`src/rtl/hazard_ctrl.sv`:
```
// Stall, bubble and forwarding control for the five-stage pipeline.
// Shadows only register indices and remaining latencies; no data values.
module hazard_ctrl (
  input  logic       clk,
  input  logic       reset,
  input  logic [4:0] d_r_new,
  input  logic [1:0] d_t_new,
  input  logic [4:0] d_r_use1,
  input  logic [4:0] d_r_use2,
  input  logic [1:0] d_t_use1,
  input  logic [1:0] d_t_use2,
  output logic       stall,
  output logic       flush_e,
  output logic [1:0] d_fwd_rs,
  output logic [1:0] d_fwd_rt,
  output logic [1:0] e_fwd_rs,
  output logic [1:0] e_fwd_rt,
  output logic       m_fwd_rt
);

  typedef struct packed {
    logic [4:0] r_new;
    logic [1:0] t_new;
    logic [4:0] r_use1;
    logic [4:0] r_use2;
  } e_rec_t;

  typedef struct packed {
    logic [4:0] r_new;
    logic [1:0] t_new;
    logic [4:0] r_use2;
  } m_rec_t;

  // M.t_new is at most 1, so the W latency always saturates to 0
  // and only the destination index needs to be kept.
  typedef struct packed {
    logic [4:0] r_new;
  } w_rec_t;

  e_rec_t e_q, e_d;
  m_rec_t m_q, m_d;
  w_rec_t w_q, w_d;

  logic stall1, stall2;

  function automatic logic [1:0] sat_dec(input logic [1:0] x);
    return (x == 2'd0) ? 2'd0 : x - 2'd1;
  endfunction

  function automatic logic hit(
    input logic [4:0] dst,
    input logic [4:0] src
  );
    return (dst != 5'd0) && (dst == src);
  endfunction

  // The youngest producer decides; an older match is superseded.
  always_comb begin
    stall1 = 1'b0;
    if (hit(e_q.r_new, d_r_use1))
      stall1 = e_q.t_new > d_t_use1;
    else if (hit(m_q.r_new, d_r_use1))
      stall1 = m_q.t_new > d_t_use1;
  end

  always_comb begin
    stall2 = 1'b0;
    if (hit(e_q.r_new, d_r_use2))
      stall2 = e_q.t_new > d_t_use2;
    else if (hit(m_q.r_new, d_r_use2))
      stall2 = m_q.t_new > d_t_use2;
  end

  assign stall   = stall1 | stall2;
  assign flush_e = stall;

  always_comb begin
    d_fwd_rs = 2'd0;
    if (hit(e_q.r_new, d_r_use1))
      d_fwd_rs = 2'd1;
    else if (hit(m_q.r_new, d_r_use1))
      d_fwd_rs = 2'd2;
    else if (hit(w_q.r_new, d_r_use1))
      d_fwd_rs = 2'd3;
  end

  always_comb begin
    d_fwd_rt = 2'd0;
    if (hit(e_q.r_new, d_r_use2))
      d_fwd_rt = 2'd1;
    else if (hit(m_q.r_new, d_r_use2))
      d_fwd_rt = 2'd2;
    else if (hit(w_q.r_new, d_r_use2))
      d_fwd_rt = 2'd3;
  end

  always_comb begin
    e_fwd_rs = 2'd0;
    if (hit(m_q.r_new, e_q.r_use1))
      e_fwd_rs = 2'd1;
    else if (hit(w_q.r_new, e_q.r_use1))
      e_fwd_rs = 2'd2;
  end

  always_comb begin
    e_fwd_rt = 2'd0;
    if (hit(m_q.r_new, e_q.r_use2))
      e_fwd_rt = 2'd1;
    else if (hit(w_q.r_new, e_q.r_use2))
      e_fwd_rt = 2'd2;
  end

  assign m_fwd_rt = hit(w_q.r_new, m_q.r_use2);

  always_comb begin
    e_d = '0;
    if (!stall) begin
      e_d.r_new  = d_r_new;
      e_d.t_new  = sat_dec(d_t_new);
      e_d.r_use1 = d_r_use1;
      e_d.r_use2 = d_r_use2;
    end
    m_d.r_new  = e_q.r_new;
    m_d.t_new  = sat_dec(e_q.t_new);
    m_d.r_use2 = e_q.r_use2;
    w_d.r_new  = m_q.r_new;
  end

  always_ff @(posedge clk or posedge reset) begin
    if (reset) begin
      e_q <= '0;
      m_q <= '0;
      w_q <= '0;
    end else begin
      e_q <= e_d;
      m_q <= m_d;
      w_q <= w_d;
    end
  end

endmodule

```
`config.mk`:
```
export PLATFORM = sky130hd
export DESIGN_NAME = hazard_ctrl
export DESIGN_NICKNAME = d
export VERILOG_FILES = /design/src/rtl/hazard_ctrl.sv
export SDC_FILE = /design/constraint.sdc
export NUM_CORES = 1
export LEC_CHECK = 0
export BUFFER_PORTS_ARGS = -buffer_cell sky130_fd_sc_hd__buf_2
export CORE_MARGIN = 2
export CORE_UTILIZATION = 30
export CTS_CLUSTER_DIAMETER = 40
export DETAILED_ROUTE_END_ITERATION = 8
export GPL_TIMING_DRIVEN = 0
export SLEW_MARGIN = 20
export SYNTH_ARGS = -nofsm -noshare
export SYNTH_HDL_FRONTEND = slang
export SYNTH_SLANG_ARGS = --single-unit
```
`constraint.sdc`:
```
create_clock -name clk -period 3 [get_ports clk]
set_clock_uncertainty 0.2 [all_clocks]
set_input_delay 0.3 -clock clk [delete_from_list [all_inputs] [get_ports clk]]
set_output_delay 0.3 -clock clk [all_outputs]
set_load 0.01 [all_outputs]
```
[Word level (Yosys, flattened, before mapping)]
Index checks and enable logic that the tools add are counted.
Word-level totals
  register bits after elaboration: 34
  input port bits: 23
  output and inout port bits: 11
  logic and storage cells: 59
Operators by class
  add/subtract/negate cells: 2
  magnitude comparators: 4
  eq/ne operators: 11
  muxes and demuxes: 17
  bitwise logic cells: 1
  reductions and logical operators: 16
Operators with widths (count)
  equality test 5 bit: 11
  two-way mux 2 bit: 12
  two-way mux 17 bit: 1
  nonzero test 5 bit: 3
  logical AND 1 bit: 11
  > comparator 2 bit: 4
  zero test 2 bit: 2
  two-way mux 1 bit: 4
  subtractor 2 x 1 -> 2 bit (second input constant): 2
  OR 1 bit: 1

[Logic depth before layout (Yosys ltp)]
  depth in word-level cells: 6
  depth in mapped cells: 8
  depth with buffers taken out: 7

[Worst setup path after synthesis]
No wires, ideal clock.
  path kind: register to output
  start: register e_q[13] (netlist name)
  end: output port stall
  data arrival time: 1.937 ns
  data required time: 2.500 ns
  slack: 0.563 ns
  cell stages (with the launch flop): 7
  buffers on the path: 1
  cells stage by stage: dfrtp_1 or4_4 o211ai_2 a2111o_1 o211ai_4 or2_2 buf_4
On the way
  longest elaborated chain between the ends: 4
  elaborated cells on any way between the ends: 8
  classes of those cells: eq/ne: 2; mux: 2; bitwise: 1; reduce/logical: 3
RTL lines
  start: declaration: line 40  | e_rec_t e_q, e_d;
  start signal: assignment: line 131  | e_q <= '0;
  start signal: assignment: line 135  | e_q <= e_d;
  equality test 5 bit or nonzero test 5 bit (tied branches): line 54  | return (dst != 5'd0) && (dst == src);
  logical AND 1 bit: line 54
  two-way mux 1 bit (on tied branches): line 60, 68
  OR 1 bit *: line 74  | assign stall = stall1 | stall2;
  end: declaration: line 12  | output logic stall,
Every way passes the cells marked *; elsewhere a longest branch is shown, timed or not.

[Final worst setup path]
Ends and elaborated chain as after synthesis.

==> results.tsv <==
metric	value	unit
top post-synthesis cells by area	dfrtp_1, xor2_1, xnor2_1, nor3b_1, ha_1	
Crit Path Category	flop to output pin	
global-route wire length before repair	8.00	mm
fin area	2450	µm²
1st-iter DRT viols	55	
clock slew seen by the registers of the worst setup and hold paths	0.06	ns
HP Class	primary input to flop	
number of diodes	0	
DRT Pass-1 Iters	4	
CP Launch Type	flop	
max-cap violations	0	
power per cell area	455	nW/µm²
antenna-violating nets left	0	
drt drc	0	
share of layout cells above drive strength 1	24.5	%
clk buf depth	2	
Setup crit end kind	output pin	
CTS tree	yes	
FP Rows	29	
Post-Syn Nets	218	
via-per-instance ratio	4.78	
Synth Cell Area	2020	µm²
Final Hold Fails	0	
Fmax	344	MHz
crit path DAT	2.41	ns
PnR Total Power	0.00112	W
WHS Path Cells	3	
Die W	86.0	µm
post-synth top area cell	dfrtp_1	
worst r2r dst	e_q[4]	
Static Leak	1.09	nW
Setup Total Neg Slack	0	ns
die height	86.0	µm
largest net degree at the start of global routing	35	
#FFs+latches synth	34	
total gr overflow	0	
routed wire length per instance	14.7	µm
synth warn	0	
placed wire-length estimate	3.46	mm
final WL	4.56	mm
Syn-to-layout area delta	21.5	%
Slew Viols, Final	0	
Core Region	6420	µm²
Vias	1483	
fill count	636	
Initial Util	31.4	%
Num CTS Buffers	5	
number of global-route vias before repair	1593	
Yosys top cell area share	42.1	%
required time at the worst-slack endpoint	2.50	ns
die area	7400	µm²
Synth cell types	33	
Worst Tran Pin Value	0.684	ns
IO Pins	34	
initial antenna violation count	0	
sequential area share after synthesis	42.1	%
min-delay src	d_t_new[1]	
CP Launch Point	e_q[13]	
root buf cell	clkbuf_8	
worst-path maximum fanout	4	
all-layer global routing usage	14.1	%
Critical R2R Launch	e_q[13]	
H-Tree Depth	2	
Max-slew headroom	54.3	%
fin crit share	97.0	%
Peak VDD IR	0.138	mV
# setup viols final	0	
reg-to-reg slack, setup	0.55	ns
cells after synthesis	187	
NumNets Final	263	
Reg2Reg Depth	7	
dpl cell area	2280	µm²
most frequent cells in the layout	xor2_1, dfrtp_1, buf_2, xnor2_1, nor3b_1	
Period minus WS final	2.91	ns
Sink Count	34	
clk_lat worst skew	0.29	ns
Placer Congestion	0.766	
Hold Path Sink	e_q[11]	
status	completed	
Port Buf Inserts	33	
syn avg cell area	10.8	µm²
RSZ-0062 raised after global routing	false	
-- Yosys cell counts --
master / count
or2_2: 1
a21oi_1: 3
a2bb2oi_1: 2
buf_4: 1
nand4bb_1: 1
nor3_1: 3
nor3b_1: 15
nor4b_1: 1
nor2b_1: 3
a211oi_1: 2
o21ai_0: 1
or4_1: 3
inv_1: 8
a211oi_4: 1
nor2_1: 4
or4_4: 1
buf_6: 2
buf_1: 3
ha_1: 8
a2111o_1: 1
o211ai_2: 2
nand2_1: 3
a21o_1: 1
xnor2_1: 22
and2_1: 2
dfrtp_1: 34
nor4_1: 9
o211ai_1: 1
xor2_1: 33
o21a_1: 1
clkbuf_1: 7
nand3_1: 7
o211ai_4: 1
-- routing by layer --
metal | up-vias | track usage (%) | wire (µm)
met3 | 8 | 3.18 | 163
met1 | 722 | 18.1 | 2110
met2 | 27 | 23.2 | 2190
met5 | - | 0 | 0
met4 | 0 | 5.34 | 99
li1 | 726 | - | -
-- cells by family after synthesis --
kind of cell    Yosys count  synth area share [%]
xor+xnor                 55                  23.9
simple gates             53                  16.7
flops                    34                  42.1
buf+inv                  21                  4.83
compound gates           16                  7.56
fa+ha+maj                 8                  4.96
-- worst max path at each step --
stage	depth (start not counted)	end	slack, ns
final	7	stall	0.09
after global routing	7	stall	0.008
after CTS	7	stall	0.05
after detailed placement	7	stall	0.26
after global placement	7	stall	0.27
after floorplan	6	stall	0.56
-- area by class of cell --
cell class	instances	area, µm²	area share, %
clock inverters	1	5.00	0.204
multi-input cells	132	1110	45.2
well taps	77	96.3	3.93
repair buffers	38	208	8.47
flip-flops and latches	34	852	34.7
plain buffers	13	67.6	2.75
inverters	8	30.0	1.22
clock buffers	7	86.3	3.52
-- timing repair --
item / in CTS / in global routing
endpoints found under the hold margin: 35 / 0
pin swaps: 4 / 2
gates resized for setup: 2 / 3
hold buffers: 2 / 0
buffers inserted: 2 / 1
endpoints found under the setup margin: 1 / 1
-- critical path: stages, from the launching register on --
cell	delay, ns
dfrtp_2	0.45
or4_4	0.58
o211ai_1	0.26
nand4bb_4	0.20
o211ai_4	0.09
or2_2	0.30
buf_4	0.13
buf_2	0.13
-- power by group --
| part | internal, W | switching [W] |
|---|---|---|
| registers | 0.000492 | 0.0000269 |
| logic | 0.000117 | 0.000138 |
| clock network | 0.000185 | 0.000157 |
| total | 0.000794 | 0.000322 |
-- flip-flops by register name (all words and copies together) (netlist names) --
signal,cells
e_q,17
m_q,7
w_d,5
w_q,5
-- through the flow --
stage / hold slack, ns / setup slack, ns / instances / utilization [%]
6_report: 0.0283 / 0.0906 / 310 / 38.2
5_1_grt: 0.0325 / 0.00835 / 310 / 38.2
4_1_cts: 0.0211 / 0.0513 / 309 / 37.6
3_5_place_dp: 0.157 / 0.261 / 297 / 35.5
3_3_place_gp: 0.158 / 0.274 / 297 / 35.5
2_1_floorplan: 0.152 / 0.563 / 187 / -
Power figures use the tool's default switching activity.
